### src/rtl/tsv_ser_link_pkg.sv
// tsv_link_pkg: shared FSM types and helpers for the TSV serial link.
package tsv_link_pkg;
  localparam int PAR_MAX_W = 1024;
  typedef enum logic {TX_IDLE, SEND} tx_state_e;
  typedef enum logic {RX_IDLE, COLLECT} rx_state_e;
  function automatic int beats(input int data_w, input int tsv_w);
    return (data_w + tsv_w - 1) / tsv_w;
  endfunction
  function automatic logic even_par(input logic [PAR_MAX_W-1:0] v);
    return ^v;
  endfunction
endpackage

### src/rtl/tsv_ser_link_if.sv
// tsv_ser_link_if: one direction of TSV lanes (data, valid, frame, parity).
interface tsv_ser_link_if #(
  parameter int TSV_W = 8
);
  logic [TSV_W-1:0] lane;
  logic vld;
  logic frame;
  logic par;
  modport master(output lane, vld, frame, par);
  modport slave(input lane, vld, frame, par);
endinterface

### src/rtl/tsv_ser_rx.sv
// tsv_ser_rx: reassembles words from incoming TSV beats and counts link errors.
module tsv_ser_rx
  import tsv_link_pkg::*;
#(
  parameter int DATA_W = 32,
  parameter int TSV_W = 8,
  parameter int ERR_W = 8
) (
  input  logic              clk1,
  input  logic              rst1,
  tsv_ser_link_if.slave     up,
  output logic              rx_valid,
  output logic [DATA_W-1:0] rx_data,
  output logic              rx_perr,
  output logic [ERR_W-1:0]  err_cnt,
  input  logic              err_clr
);
  localparam int BEATS = beats(DATA_W, TSV_W);
  localparam int BCNT_W = BEATS > 1 ? $clog2(BEATS) : 1;
  localparam int PAD_W = BEATS * TSV_W;
  rx_state_e state, state_nx;
  logic [BCNT_W-1:0] rcnt, rcnt_nx;
  logic [PAD_W-1:0] acc, acc_nx;
  logic perr, perr_nx, bad, ferr, done;
  logic [ERR_W:0] sum;
  assign bad = even_par(PAR_MAX_W'(up.lane)) != up.par;
  always_comb begin
    state_nx = state;
    rcnt_nx = rcnt;
    acc_nx = acc;
    perr_nx = perr;
    ferr = 1'b0;
    done = 1'b0;
    if (up.vld && up.frame) begin
      ferr = state == COLLECT;
      acc_nx = PAD_W'(up.lane);
      perr_nx = bad;
      done = BEATS == 1;
      state_nx = BEATS == 1 ? RX_IDLE : COLLECT;
      rcnt_nx = BEATS == 1 ? '0 : BCNT_W'(1);
    end else if (up.vld && state == RX_IDLE) begin
      ferr = 1'b1;
    end else if (up.vld) begin
      acc_nx[rcnt*TSV_W +: TSV_W] = up.lane;
      perr_nx = perr | bad;
      done = rcnt == BCNT_W'(BEATS - 1);
      state_nx = done ? RX_IDLE : COLLECT;
      rcnt_nx = done ? '0 : rcnt + 1'b1;
    end
  end
  // a parity word strobe and a frame error in the same cycle add two
  assign sum = {1'b0, err_cnt} + {{ERR_W{1'b0}}, rx_valid & rx_perr} + {{ERR_W{1'b0}}, ferr};
  always_ff @(posedge clk1) begin
    if (rst1) begin
      state <= RX_IDLE;
      rcnt <= '0;
      acc <= '0;
      perr <= 1'b0;
      rx_valid <= 1'b0;
      rx_data <= '0;
      rx_perr <= 1'b0;
      err_cnt <= '0;
    end else begin
      state <= state_nx;
      rcnt <= rcnt_nx;
      acc <= acc_nx;
      perr <= perr_nx;
      rx_valid <= done;
      rx_perr <= done & perr_nx;
      if (done) rx_data <= acc_nx[DATA_W-1:0];
      err_cnt <= err_clr ? '0 : sum[ERR_W] ? '1 : sum[ERR_W-1:0];
    end
  end
endmodule

### src/rtl/tsv_ser_link.sv
// tsv_ser_link: serializes a DATA_W word over TSV_W data TSVs and reassembles the return direction.
module tsv_ser_link
  import tsv_link_pkg::*;
#(
  parameter int DATA_W = 32,
  parameter int TSV_W = 8,
  parameter int ERR_W = 8
) (
  input  logic              clk1,
  input  logic              rst1,
  input  logic              tx_valid,
  output logic              tx_ready,
  input  logic [DATA_W-1:0] tx_data,
  tsv_ser_link_if.master    dn,
  tsv_ser_link_if.slave     up,
  output logic              rx_valid,
  output logic [DATA_W-1:0] rx_data,
  output logic              rx_perr,
  output logic [ERR_W-1:0]  err_cnt,
  input  logic              err_clr
);
  localparam int BEATS = beats(DATA_W, TSV_W);
  localparam int BCNT_W = BEATS > 1 ? $clog2(BEATS) : 1;
  localparam int PAD_W = BEATS * TSV_W;
  tx_state_e state, state_nx;
  logic [BCNT_W-1:0] bcnt, bcnt_nx;
  logic [PAD_W-1:0] sh, sh_nx, pad;
  logic [TSV_W-1:0] lane_nx;
  logic vld_nx, frame_nx, last, accept;
  assign pad = PAD_W'(tx_data);
  assign last = bcnt == BCNT_W'(BEATS - 1);
  assign tx_ready = state == TX_IDLE || (state == SEND && last);
  assign accept = tx_valid && tx_ready;
  // sh holds the beats not yet on the lanes, LSB chunk first
  always_comb begin
    state_nx = state;
    bcnt_nx = bcnt;
    sh_nx = sh;
    lane_nx = '0;
    vld_nx = 1'b0;
    frame_nx = 1'b0;
    if (accept) begin
      state_nx = SEND;
      bcnt_nx = '0;
      sh_nx = pad >> TSV_W;
      lane_nx = pad[TSV_W-1:0];
      vld_nx = 1'b1;
      frame_nx = 1'b1;
    end else if (state == SEND && !last) begin
      bcnt_nx = bcnt + 1'b1;
      sh_nx = sh >> TSV_W;
      lane_nx = sh[TSV_W-1:0];
      vld_nx = 1'b1;
    end else if (state == SEND) begin
      state_nx = TX_IDLE;
      bcnt_nx = '0;
    end
  end
  always_ff @(posedge clk1) begin
    if (rst1) begin
      state <= TX_IDLE;
      bcnt <= '0;
      sh <= '0;
      dn.lane <= '0;
      dn.vld <= 1'b0;
      dn.frame <= 1'b0;
      dn.par <= 1'b0;
    end else begin
      state <= state_nx;
      bcnt <= bcnt_nx;
      sh <= sh_nx;
      dn.lane <= lane_nx;
      dn.vld <= vld_nx;
      dn.frame <= frame_nx;
      dn.par <= even_par(PAR_MAX_W'(lane_nx));
    end
  end
  tsv_ser_rx #(
    .DATA_W(DATA_W),
    .TSV_W(TSV_W),
    .ERR_W(ERR_W)
  ) u_rx (
    .clk1(clk1),
    .rst1(rst1),
    .up(up),
    .rx_valid(rx_valid),
    .rx_data(rx_data),
    .rx_perr(rx_perr),
    .err_cnt(err_cnt),
    .err_clr(err_clr)
  );
endmodule

### src/flat_wrapper.sv
// flat-port wrapper written by rule: the top's interface ports become plain ports
module tsv_ser_link_flat import tsv_link_pkg::*;
#(
  parameter int DATA_W = 32,
  parameter int TSV_W = 8,
  parameter int ERR_W = 8
)
  (clk1, rst1, tx_valid, tx_ready, tx_data, rx_valid, rx_data, rx_perr, err_cnt, err_clr, dn_lane, dn_vld, dn_frame, dn_par, up_lane, up_vld, up_frame, up_par);
  tsv_ser_link_if #(.TSV_W(TSV_W)) dn_i ();
  tsv_ser_link_if #(.TSV_W(TSV_W)) up_i ();
  input  logic clk1;
  input  logic rst1;
  input  logic tx_valid;
  output logic tx_ready;
  input  logic [DATA_W-1:0] tx_data;
  output logic rx_valid;
  output logic [DATA_W-1:0] rx_data;
  output logic rx_perr;
  output logic [ERR_W-1:0] err_cnt;
  input  logic err_clr;
  output wire logic [$bits(dn_i.lane)-1:0] dn_lane;
  output wire logic [$bits(dn_i.vld)-1:0] dn_vld;
  output wire logic [$bits(dn_i.frame)-1:0] dn_frame;
  output wire logic [$bits(dn_i.par)-1:0] dn_par;
  input wire logic [$bits(up_i.lane)-1:0] up_lane;
  input wire logic [$bits(up_i.vld)-1:0] up_vld;
  input wire logic [$bits(up_i.frame)-1:0] up_frame;
  input wire logic [$bits(up_i.par)-1:0] up_par;
  assign dn_lane = dn_i.lane;
  assign dn_vld = dn_i.vld;
  assign dn_frame = dn_i.frame;
  assign dn_par = dn_i.par;
  assign up_i.lane = up_lane;
  assign up_i.vld = up_vld;
  assign up_i.frame = up_frame;
  assign up_i.par = up_par;
  tsv_ser_link #(.DATA_W(DATA_W), .TSV_W(TSV_W), .ERR_W(ERR_W)) u_core (.clk1(clk1), .rst1(rst1), .tx_valid(tx_valid), .tx_ready(tx_ready), .tx_data(tx_data), .dn(dn_i), .up(up_i), .rx_valid(rx_valid), .rx_data(rx_data), .rx_perr(rx_perr), .err_cnt(err_cnt), .err_clr(err_clr));
endmodule
### config.mk
export PLATFORM = sky130hd
export DESIGN_NAME = tsv_ser_link_flat
export DESIGN_NICKNAME = d
export VERILOG_FILES = /design/src/rtl/tsv_ser_link_pkg.sv /design/src/rtl/tsv_ser_link_if.sv /design/src/rtl/tsv_ser_rx.sv /design/src/rtl/tsv_ser_link.sv /design/src/flat_wrapper.sv
export SDC_FILE = /design/constraint.sdc
export NUM_CORES = 1
export LEC_CHECK = 0
export CORE_MARGIN = 2
export CORE_UTILIZATION = 43
export DETAILED_ROUTE_END_ITERATION = 8
export GPL_TIMING_DRIVEN = 0
export PLACE_DENSITY = 0.7
export SYNTH_ARGS = -nofsm -noshare
export SYNTH_HDL_FRONTEND = slang
export SYNTH_HIERARCHICAL = 1
export SYNTH_SLANG_ARGS = --single-unit
### constraint.sdc
create_clock -name clk1 -period 3.4 [get_ports clk1]
set_clock_uncertainty 0.05 [all_clocks]
set_input_delay 0.68 -clock clk1 [delete_from_list [all_inputs] [get_ports clk1]]
set_output_delay 0.68 -clock clk1 [all_outputs]
set_load 0.02 [all_outputs]
==> metrics.yaml <==
post_cts_buffers: 0
m1WireLength_um: 5190
yosysTopAreaCellShare: 0.467
ir_worst_vdd_v: 0.000232
synth_edf_count: 0
period_needed_ns: 2.82
final_cells: 722
synth_area_leaders: "dfxtp_1, nor2_1, mux2i_1"
synth_seq_cells: 108
wirelength_um: 11100
hold_buffers: 0
grt_usage: 0.200
wl_met2_um: 5310
via_count: 3772
wl_met3_um: 436
drc: 0
slew_headroom: 0.526
r2r_slack_ns: 0.82
drt-initial-drc-count: 194
htree_levels: 3
clockRootBuffer: "clkbuf_8"
tightestPinTransition_ns: 0.706
max_freq_mhz: 354
die-area_um2: 11600
syn_area_um2: 4630
drt_first_pass_iters: 4
grt_max_degree: 20
cp-end-kind: "primary output"
grt_setup_unrepaired: "no"
cellLeakagePower_uw: 0.00217
die_h_um: 108
grt_overflow_total: 0
tritoncts: "done"
cp_max_fo: 10
drive_gt1_frac: 0.116
yosysMostFrequentCell: "dfxtp_1"
period_share: 0.830
fp-row-count: 37
drtAntennaViolNets: 0
viasPerCell: 5.22
clk-insertion-delay-late_ns: 0.36
syn_to_final_growth_pct: 27.7
min_path_type: "flip-flop to flip-flop"
n_antenna_cell: 0
top_layer_used: "met4"
final_nets: 636
crit_type: "flip-flop to primary output"
ys_types: 46
cts_buffers: 9
ioPinCount: 101
die_w_um: 108
port_buffers: 92
antenna_found_initial: 0
yosys-top-cells-count: "dfxtp_1, nor2_1, mux2i_1"
synth-async-reset-ratio: 0
powerDensity_nw_per_um2: 411
finalSetupTns_ns: 0
cp.arrival_ns: 2.09
wl_per_cell_um: 15.4
synthesis.instances: 478
syn_nets: 533
slew_viol_final: 0
cap_violations: 0
cts.sinks: 108
start_kind: "flip-flop"
start_util: 0.446
grt_pass1_vias: 3725
dpl.cell_count: 706
cts_buffer_depth: 2
yosysWarnings: 6
setup_viol: 0
ys_seq_area_frac: 0.467
reg2reg_depth: 6
grt_pass1_wl_um: 18400
clk_pin_slew_ns: 0.10
fillCellCount: 954
hold_violations: 0
synthFlopType: "dfxtp_1"
status: "finished clean"
coreArea_um2: 10400
cts_resized: 0
dp_hpwl_um: 8170
hold_path_depth: 2
avgSynthCellArea_um2: 9.68
required_ns: 2.67
yosysTopAreaCell: "dfxtp_1"
globalplace.congestion: 0.840
-- registers in the layout, indices dropped and copies added (netlist names), 2 cells and up --
register,count
u_core/u_rx/rx_data,32
u_core/sh,24
u_core/u_rx/acc,24
u_core/dn.lane,8
u_core/u_rx/err_cnt,8
u_core/bcnt,2
u_core/u_rx/rcnt,2
-- cell families (layout without fill, tap and decap cells) --
family	after synthesis	after routing	share of synthesized area
flops	108	108	0.467
compound gates	100	100	0.179
xor+xnor	24	24	0.0516
buf+inv	47	155	0.0470
fa+ha+maj	8	8	0.0232
mux	25	25	0.0541
simple gates	166	166	0.178
-- metal layers --
metal | vias up | track usage
met4 | 0 | 0.0650
met2 | 90 | 0.321
met3 | 12 | 0.0278
met1 | 1792 | 0.276
met5 | - | 0
li1 | 1878 | -
-- stage by stage --
step / hold WS (ns) / util / total power [uW] / instance area [um^2] / setup slack (ns)
final: 0.420 / 0.570 / 2430 / 5910 / 0.579
after global routing: 0.445 / 0.570 / 2540 / 5910 / 0.391
after CTS: 0.411 / 0.570 / 2450 / 5910 / 0.573
after detailed placement: 0.397 / 0.552 / 1710 / 5720 / 0.207
after global placement: 0.387 / 0.552 / 1700 / 5720 / 0.239
after floorplan: 0.375 / - / 1580 / 4630 / 0.957
-- placed cells by master, fill, tap and decap left out, drive strengths merged, types with 4 or more instances in the layout --
master / count
a211oi: 33
clkbuf: 25
nor3: 11
a22oi: 24
nor2: 92
inv: 12
nand3: 16
a21oi: 19
xor2: 5
ha: 7
a31oi: 8
a221oi: 8
xnor2: 17
nor3b: 4
buf: 23
and2: 8
clkdlybuf4s50: 92
mux2i: 25
dfxtp: 108
nand2: 20
-- power breakdown --
group          switching (uW)  internal (uW)
clock network             452            300
logic                     181            160
registers                30.0           1310
-- worst paths after layout --
kind,from,end
hold reg to reg,u_core/u_rx/perr,u_core/u_rx/rx_perr
setup reg to reg,u_core/u_rx/rcnt[0],u_core/u_rx/rx_data[17]
setup / recovery,u_core/bcnt[0],tx_ready
hold / removal,u_core/u_rx/perr,u_core/u_rx/rx_perr
-- worst max-delay path, stage by stage, from the launching register on --
cell and delay (ns):
dfxtp_1 0.37, ha_1 0.18, and2b_1 0.21, inv_2 0.11
buf_2 0.23, clkdlybuf4s50_1 0.63
-- cell type report --
class | count | area [um^2] | area share
inverters | 9 | 38.8 | 0.00656
clock inverters | 6 | 53.8 | 0.00910
plain buffers | 38 | 179 | 0.0303
multi-input cells | 323 | 2250 | 0.380
well taps | 136 | 170 | 0.0288
repair buffers | 92 | 921 | 0.156
clock buffers | 10 | 138 | 0.0233
flip-flops and latches | 108 | 2160 | 0.366
(Power assumes the default switching activity.)
